[src/rtl/adc_seq_pkg.sv]
// Shared definitions for the ADC channel sequencer: FSM encoding and default widths.
package adc_seq_pkg;

  typedef enum logic [1:0] {
    IDLE     = 2'd0,
    ISSUE    = 2'd1,
    WAIT_RSP = 2'd2,
    EMIT     = 2'd3
  } seq_state_t;

  localparam int DEF_CHANNEL_W = 5;
  localparam int DEF_DATA_W    = 12;

endpackage

[src/rtl/adc_seq_timeout_counter.sv]
// Response watchdog: counts while enabled, restarts on clear, and flags the
// cycle in which the count sits at TIMEOUT_CYCLES-1.
module adc_seq_timeout_counter #(
  parameter int TIMEOUT_CYCLES = 1024,
  localparam int CNT_W = (TIMEOUT_CYCLES > 1) ? $clog2(TIMEOUT_CYCLES) : 1
) (
  input  logic clk,
  input  logic rst_n,
  input  logic clr,
  input  logic en,
  output logic terminal
);

  logic [CNT_W-1:0] cnt_q;
  logic [CNT_W-1:0] cnt_d;

  assign terminal = en && !clr && (cnt_q == CNT_W'(TIMEOUT_CYCLES - 1));

  // Hold at the terminal value; the sequencer leaves WAIT_RSP on that cycle.
  always_comb begin
    cnt_d = cnt_q;
    if (clr) begin
      cnt_d = '0;
    end else if (en && !terminal) begin
      cnt_d = cnt_q + 1'b1;
    end
  end

  always_ff @(posedge clk or negedge rst_n) begin
    if (!rst_n) begin
      cnt_q <= '0;
    end else begin
      cnt_q <= cnt_d;
    end
  end

endmodule

[src/rtl/adc_channel_sequencer.sv]
// Sweeps a latched list of ADC channel slots over the core's cmd/rsp interface
// and tags each result. Define ADC_SEQ_AVG_EN to average 2^AVG_LOG2 samples per slot.
module adc_channel_sequencer
  import adc_seq_pkg::*;
#(
  parameter int NUM_SLOTS      = 4,
  parameter int CHANNEL_W      = DEF_CHANNEL_W,
  parameter int DATA_W         = DEF_DATA_W,
  parameter int TIMEOUT_CYCLES = 1024,
  parameter int AVG_LOG2       = 2,
  localparam int NA_W   = $clog2(NUM_SLOTS + 1),
  localparam int SLOT_W = (NUM_SLOTS > 1) ? $clog2(NUM_SLOTS) : 1
) (
  input  logic                           clk,
  input  logic                           rst_n,
  input  logic                           enable,
  input  logic [NUM_SLOTS*CHANNEL_W-1:0] slot_channels,
  input  logic [NA_W-1:0]                num_active,
  output logic                           cmd_valid,
  output logic [CHANNEL_W-1:0]           cmd_channel,
  input  logic                           cmd_ready,
  input  logic                           rsp_valid,
  input  logic [DATA_W-1:0]              rsp_data,
  output logic                           out_valid,
  output logic [CHANNEL_W-1:0]           out_channel,
  output logic [SLOT_W-1:0]              out_slot,
  output logic [DATA_W-1:0]              out_data,
  output logic                           sweep_done,
  output logic                           timeout_err
);

  seq_state_t                     state_q, state_d;
  logic [SLOT_W-1:0]              slot_q, slot_d;
  logic [NUM_SLOTS*CHANNEL_W-1:0] chans_q, chans_d;
  logic [NA_W-1:0]                nact_q, nact_d;
  logic                           cmd_valid_q, cmd_valid_d;
  logic [CHANNEL_W-1:0]           cmd_channel_q, cmd_channel_d;
  logic                           out_valid_q, out_valid_d;
  logic [CHANNEL_W-1:0]           out_channel_q, out_channel_d;
  logic [SLOT_W-1:0]              out_slot_q, out_slot_d;
  logic [DATA_W-1:0]              out_data_q, out_data_d;
  logic                           sweep_done_q, sweep_done_d;
  logic                           timeout_err_q, timeout_err_d;

  logic            tmo_clr, tmo_en, tmo_hit;
  logic            advance;
  logic            last_slot;
  logic [NA_W-1:0] nact_in;
  logic [NA_W-1:0] slot_inc;

`ifdef ADC_SEQ_AVG_EN
  localparam int ACC_W = DATA_W + AVG_LOG2;
  logic [ACC_W-1:0]    acc_q, acc_d, acc_sum;
  logic [AVG_LOG2-1:0] avg_cnt_q, avg_cnt_d;
`else
  logic unused_avg_cfg;
  assign unused_avg_cfg = ^{1'b0, AVG_LOG2[0]};
`endif

  function automatic logic [NA_W-1:0] clamp_active(input logic [NA_W-1:0] n);
    if (int'(n) > NUM_SLOTS) begin
      return NA_W'(NUM_SLOTS);
    end
    return n;
  endfunction

  function automatic logic [CHANNEL_W-1:0] chan_at(
    input logic [NUM_SLOTS*CHANNEL_W-1:0] list,
    input int                             idx
  );
    return list[idx*CHANNEL_W +: CHANNEL_W];
  endfunction

  assign nact_in   = clamp_active(num_active);
  assign slot_inc  = NA_W'(slot_q) + NA_W'(1);
  assign last_slot = (slot_inc == nact_q);

  adc_seq_timeout_counter #(
    .TIMEOUT_CYCLES(TIMEOUT_CYCLES)
  ) u_timeout (
    .clk     (clk),
    .rst_n   (rst_n),
    .clr     (tmo_clr),
    .en      (tmo_en),
    .terminal(tmo_hit)
  );

  always_comb begin
    state_d       = state_q;
    slot_d        = slot_q;
    chans_d       = chans_q;
    nact_d        = nact_q;
    cmd_valid_d   = 1'b0;
    cmd_channel_d = cmd_channel_q;
    out_valid_d   = 1'b0;
    out_channel_d = out_channel_q;
    out_slot_d    = out_slot_q;
    out_data_d    = out_data_q;
    sweep_done_d  = 1'b0;
    timeout_err_d = 1'b0;
    tmo_clr       = 1'b0;
    tmo_en        = 1'b0;
    advance       = 1'b0;
`ifdef ADC_SEQ_AVG_EN
    acc_d     = acc_q;
    avg_cnt_d = avg_cnt_q;
    acc_sum   = acc_q + ACC_W'(rsp_data);
`endif

    unique case (state_q)
      IDLE: begin
        if (enable && (nact_in != '0)) begin
          chans_d       = slot_channels;
          nact_d        = nact_in;
          slot_d        = '0;
          state_d       = ISSUE;
          cmd_valid_d   = 1'b1;
          cmd_channel_d = chan_at(slot_channels, 0);
        end
      end

      ISSUE: begin
        cmd_valid_d = 1'b1;
        if (cmd_valid_q && cmd_ready) begin
          cmd_valid_d = 1'b0;
          tmo_clr     = 1'b1;
          state_d     = WAIT_RSP;
        end
      end

      WAIT_RSP: begin
        tmo_en = 1'b1;
        if (rsp_valid) begin
`ifdef ADC_SEQ_AVG_EN
          if (avg_cnt_q == '1) begin
            out_valid_d   = 1'b1;
            out_data_d    = DATA_W'(acc_sum >> AVG_LOG2);
            out_channel_d = cmd_channel_q;
            out_slot_d    = slot_q;
            acc_d         = '0;
            avg_cnt_d     = '0;
            state_d       = EMIT;
          end else begin
            // More samples needed for this slot: re-issue the same channel.
            acc_d       = acc_sum;
            avg_cnt_d   = avg_cnt_q + 1'b1;
            cmd_valid_d = 1'b1;
            state_d     = ISSUE;
          end
`else
          out_valid_d   = 1'b1;
          out_data_d    = rsp_data;
          out_channel_d = cmd_channel_q;
          out_slot_d    = slot_q;
          state_d       = EMIT;
`endif
        end else if (tmo_hit) begin
          timeout_err_d = 1'b1;
          advance       = 1'b1;
`ifdef ADC_SEQ_AVG_EN
          acc_d     = '0;
          avg_cnt_d = '0;
`endif
        end
      end

      EMIT: begin
        advance = 1'b1;
      end

      default: begin
        state_d = IDLE;
      end
    endcase

    // Slot boundary, shared by a normal emission and a timed-out slot.
    if (advance) begin
      if (last_slot) begin
        sweep_done_d = 1'b1;
        slot_d       = '0;
        if (enable && (nact_in != '0)) begin
          chans_d       = slot_channels;
          nact_d        = nact_in;
          state_d       = ISSUE;
          cmd_valid_d   = 1'b1;
          cmd_channel_d = chan_at(slot_channels, 0);
        end else begin
          state_d = IDLE;
        end
      end else if (!enable) begin
        slot_d  = '0;
        state_d = IDLE;
      end else begin
        slot_d        = slot_q + 1'b1;
        state_d       = ISSUE;
        cmd_valid_d   = 1'b1;
        cmd_channel_d = chan_at(chans_q, int'(slot_q) + 1);
      end
    end
  end

  always_ff @(posedge clk or negedge rst_n) begin
    if (!rst_n) begin
      state_q       <= IDLE;
      slot_q        <= '0;
      chans_q       <= '0;
      nact_q        <= '0;
      cmd_valid_q   <= 1'b0;
      cmd_channel_q <= '0;
      out_valid_q   <= 1'b0;
      out_channel_q <= '0;
      out_slot_q    <= '0;
      out_data_q    <= '0;
      sweep_done_q  <= 1'b0;
      timeout_err_q <= 1'b0;
    end else begin
      state_q       <= state_d;
      slot_q        <= slot_d;
      chans_q       <= chans_d;
      nact_q        <= nact_d;
      cmd_valid_q   <= cmd_valid_d;
      cmd_channel_q <= cmd_channel_d;
      out_valid_q   <= out_valid_d;
      out_channel_q <= out_channel_d;
      out_slot_q    <= out_slot_d;
      out_data_q    <= out_data_d;
      sweep_done_q  <= sweep_done_d;
      timeout_err_q <= timeout_err_d;
    end
  end

`ifdef ADC_SEQ_AVG_EN
  always_ff @(posedge clk or negedge rst_n) begin
    if (!rst_n) begin
      acc_q     <= '0;
      avg_cnt_q <= '0;
    end else begin
      acc_q     <= acc_d;
      avg_cnt_q <= avg_cnt_d;
    end
  end
`endif

  assign cmd_valid   = cmd_valid_q;
  assign cmd_channel = cmd_channel_q;
  assign out_valid   = out_valid_q;
  assign out_channel = out_channel_q;
  assign out_slot    = out_slot_q;
  assign out_data    = out_data_q;
  assign sweep_done  = sweep_done_q;
  assign timeout_err = timeout_err_q;

endmodule
[config.mk]
export PLATFORM = sky130hd
export DESIGN_NAME = adc_channel_sequencer
export DESIGN_NICKNAME = d
export VERILOG_FILES = /design/src/rtl/adc_seq_pkg.sv /design/src/rtl/adc_seq_timeout_counter.sv /design/src/rtl/adc_channel_sequencer.sv
export SDC_FILE = /design/constraint.sdc
export NUM_CORES = 1
export LEC_CHECK = 0
export BUFFER_PORTS_ARGS = -buffer_cell sky130_fd_sc_hd__buf_2
export CAP_MARGIN = 20
export CORE_AREA = 3 3 78 80
export CTS_CLUSTER_SIZE = 12
export DETAILED_ROUTE_END_ITERATION = 7
export DIE_AREA = 0 0 81 83
export PLACE_DENSITY_LB_ADDON = 0.08
export SLEW_MARGIN = 15
export SYNTH_ARGS = -nofsm -noshare
export SYNTH_HDL_FRONTEND = slang
export SYNTH_SLANG_ARGS = --single-unit
[constraint.sdc]
create_clock -name clk -period 3.1 [get_ports clk]
set_input_delay 0.155 -clock clk [delete_from_list [all_inputs] [get_ports clk]]
set_output_delay 0.155 -clock clk [all_outputs]
set_load 0.03 [all_outputs]
==> impl_summary.txt <==
----------------------------------------------------
[Worst hold path]
  Class of the most critical hold timing path ... input pin to flop

[Logic synthesis]
  Count of synthesis-stage warnings from yosys ... 0
  Distinct cells, synth ... 39
  Synth Area in Adders ... 0.03540
  Share of synthesized cell area in and, or, nand and nor gates ... 0.1155
  Flops & latches, synth ... 60
  Share of cell area taken by muxes after synthesis ... 0.1681
  Main synth FF type ... sky130_fd_sc_hd__dfrtp_1
  Count leader, synth ... sky130_fd_sc_hd__dfrtp_1
  Post-synthesis cell type with the largest combined area ... sky130_fd_sc_hd__dfrtp_1
  Top cell type's share of synthesized area ... 0.5310
  Number of flops mapped to enable cells by yosys ... 0
  Sequential area share after synthesis ... 0.5310
  Number of standard cells after synthesis ... around 250
  Share of the synthesized netlist area taken by xor and xnor gates ... 0.02788
  Largest family of logic cells by synthesized area ... multiplexers
  Area fraction in compound gates after synthesis ... 0.1022
  Mean post-synth cell area ... about 12 um2
  Cell types with the largest area share after synthesis ... sky130_fd_sc_hd__dfrtp_1, sky130_fd_sc_hd__mux2_2, sky130_fd_sc_hd__mux2_1, sky130_fd_sc_hd__ha_1, sky130_fd_sc_hd__nor2_1
  Syn_nets ... 293
  Area of the mapped netlist ... approximately 2800 um2
  Cell types with the highest counts after synthesis ... sky130_fd_sc_hd__dfrtp_1, sky130_fd_sc_hd__mux2_2, sky130_fd_sc_hd__nor2_1
  Async S/R FF share, synth ... 1.000

[STA]
  Period Utilization, post-route ... 0.8203
  Final worst path period need ... roughly 2500 ps
  Max-slew headroom at the worst pin ... 0.4116
  Unrepaired setup endpoints after global routing ... false
  Setup-failing EPs final ... 0
  Setup TNS Final ... 0 ps
  Worst Max-Slew Pin Slew ... between 800 and 900 ps
  Final hold vios ... 0
  Worst Clk Skew ... about 6.8 ps
  Worst setup slack after layout ... 557.0 ps
  Max Clock Freq ... 0.3932 GHz
  Max-slew violation total from the final report ... 0

[Power]
  Total Power Consumption ... 3.501 mW
  Power Dens Cells ... 1023 nW/um2
  Part of the power in registers ... 0.388
  Clk pwr share ... 0.164
  Worst-case vdd ir drop ... 0.5435 mV
  Logic gate share of total power ... 0.448
  Switch share ... 0.4148
  Internal Pwr Total ... 2.049 mW
  Leakage Power ... 1.620 nW
  Net Switching ... 1.452 mW

[Setup path]
  Critical path launch point type ... flop
  Critical Path End Type ... flop
  CP Data Required Time ... between 3000 and 4000 ps
  Worst endpoint data arrival time ... approximately 2800 ps
  Type of the worst setup path ... flop to flop
  Critical path peak fanout ... 15

[Die]
  Starting density of the core ... 0.5167
  Core area ... 5473 um2
  Overall die width ... 81 um
  Die area ... roughly 6700 um2
  Die Ht ... 83 um
  Count of standard-cell rows ... 27
  IO Pins ... 68

[Clock tree]
  Sinks on Clock Net ... 60
  Post-CTS setup-driven buffer insertion count ... 0
  Clock latency on the worst-skew pair ... 330 ps
  Clock Path Buffers ... 2
  Clock Pin Slew Worst Setup and Hold Paths ... 70 ps
  H-tree depth reported by CTS ... 3
  Number of buffers added by the clock tree synthesis step ... 9
  Count of instances resized after the clock tree is built ... 0
  TritonCTS clock tree ... built
  Clock root buffer ... sky130_fd_sc_hd__clkbuf_8
  Total of hold buffers inserted after clock tree synthesis ... 1

[Cells and area]
  Antenna Diode Count ... 0
  Area delta synth->final ... 20.97%
  Ratio of cells with drive above 1 in the final layout ... 0.3477
  Filler cell count in the final layout ... 495
  Net count, final ... 369

[Placed design]
  Worst setup slack before clock tree synthesis ... 555.0 ps
  Half-perimeter wire length after placement ... 4107 um
  Last weighted congestion value of the routability-driven placer ... 0.7902
  Number of buffer cells added on primary ports ... 67

[GRT]
  Busiest layer in global routing ... met2
  Global routing usage on met1 ... 0.2464
  Met3 Track Usage GR ... 0.07050
  Via count of the first global-routing pass ... 2132
  Number of antenna violations at the first check in global routing ... 0
  Gr ovfl total ... 0
  First-pass GRT wire length ... 9722 um
  GR Layer Usage met2 ... 0.2771
  Overall track demand over capacity in global routing ... 0.1864
  Largest net degree at the start of global routing ... 43

[Routing]
  Via count ... 2104
  Wire per inst ... 14.28 um
  Drt total wl ... 5668 um
  Residual DRC count ... 0
  First-pass iteration count of the detailed router ... 4
  Detail-routed via count per cell ... 5.300
  Remaining antenna violation count after routing ... 0
  First-iteration detailed-routing DRC count ... about 100

[Run status]
  Result of the run ... completed

[Run]
  Max-cap check violation count ... 0

----------------------------------------------------
[cells by family after synthesis]
kind of cell	count (synthesis)
AOI/OAI and AO/OA	45
adders and majority gates	8
and+or+nand+nor	67
buffers and inverters	13
DFF	60
xor gates and xnor gates	9
muxes	43
[cell usage in the layout, fill, tap and decap left out, types with 3 or more instances in the layout]
cell	instances
sky130_fd_sc_hd__clkbuf_8	9
sky130_fd_sc_hd__xor2_1	3
sky130_fd_sc_hd__o21ai_0	11
sky130_fd_sc_hd__mux2i_1	7
sky130_fd_sc_hd__xnor2_1	6
sky130_fd_sc_hd__mux2_2	21
sky130_fd_sc_hd__o22ai_1	6
sky130_fd_sc_hd__buf_2	67
sky130_fd_sc_hd__clkinv_2	3
sky130_fd_sc_hd__nor3_1	9
sky130_fd_sc_hd__a21oi_1	11
sky130_fd_sc_hd__mux2_1	15
sky130_fd_sc_hd__nor2_1	20
sky130_fd_sc_hd__ha_1	8
sky130_fd_sc_hd__nand3_1	8
sky130_fd_sc_hd__dfrtp_1	60
sky130_fd_sc_hd__buf_4	5
sky130_fd_sc_hd__o31ai_1	6
sky130_fd_sc_hd__nand2_1	17
sky130_fd_sc_hd__inv_1	5
[metal layers]
layer / vias to the layer above / share of wire
met5: - / 0
met4: 0 / 0.014
li1: 1036 / -
met2: 52 / 0.45
met3: 8 / 0.067
met1: 1008 / 0.47
[worst paths after layout]
check	depth (start not counted)	slack (ps)	startpoint	end
hold / removal	2	40	slot_channels[16]	chans_q[16]
min in group asynchronous	2	290	rst_n	u_timeout.cnt_q[6]
setup / recovery	6	560	slot_q[0]	chans_q[15]
setup reg to reg	6	560	slot_q[0]	chans_q[15]
hold reg to reg	1	490	chans_q[7]	chans_q[7]
max in group asynchronous	3	1930	rst_n	slot_q[0]
[area by class of cell]
cell class | count | area, um2 | area share
clock buffer | 10 | 127.6 | 0.03731
inverter | 5 | 18.77 | 0.005486
clock inverter | 5 | 30.03 | 0.008778
multi-input combinational | 172 | 1270 | 0.3713
sequential | 60 | 1501 | 0.4389
tap | 72 | 90.09 | 0.02634
timing repair buffer | 73 | 382.9 | 0.1119
[critical path, stage by stage (launching register included)]
cell,delay (ps)
sky130_fd_sc_hd__dfrtp_1,610
sky130_fd_sc_hd__ha_1,330
sky130_fd_sc_hd__xor2_1,160
sky130_fd_sc_hd__or3_1,410
sky130_fd_sc_hd__o21ba_2,290
sky130_fd_sc_hd__nor2_8,270
sky130_fd_sc_hd__mux2_1,360
[flip-flops by register name, summed over array words and instances, names as in the netlist]
register,count
chans_q,15
cmd_channel,5
cmd_valid,1
nact_q,3
out_channel,5
out_data,12
out_slot,2
out_valid,1
slot_q,2
state_q,2
sweep_done,1
timeout_err,1
u_timeout.cnt_q,10
[power by group through the flow]
stage	clock network, mW	logic (mW)	registers, mW
after floorplan	0	0.849	1.66
after global placement	0	1.55	1.36
after detailed placement	0	1.58	1.37
after CTS	0.597	1.59	1.36
after global routing	0.637	1.73	1.41
final	0.575	1.57	1.36
[through the flow]
stage | std cells | utilization | cell area [um2] | hold slack [ps]
after detailed placement | 381 | 0.5944 | 3253 | 123.0
after global placement | 381 | 0.5944 | 3253 | 121.9
after floorplan | 245 | - | 2828 | -140.6
after CTS | 397 | 0.6251 | 3421 | 20.09
final | 397 | 0.6251 | 3421 | 35.15
after global routing | 397 | 0.6251 | 3421 | 21.02
Note: power is estimated with default switching activity, not from simulation.
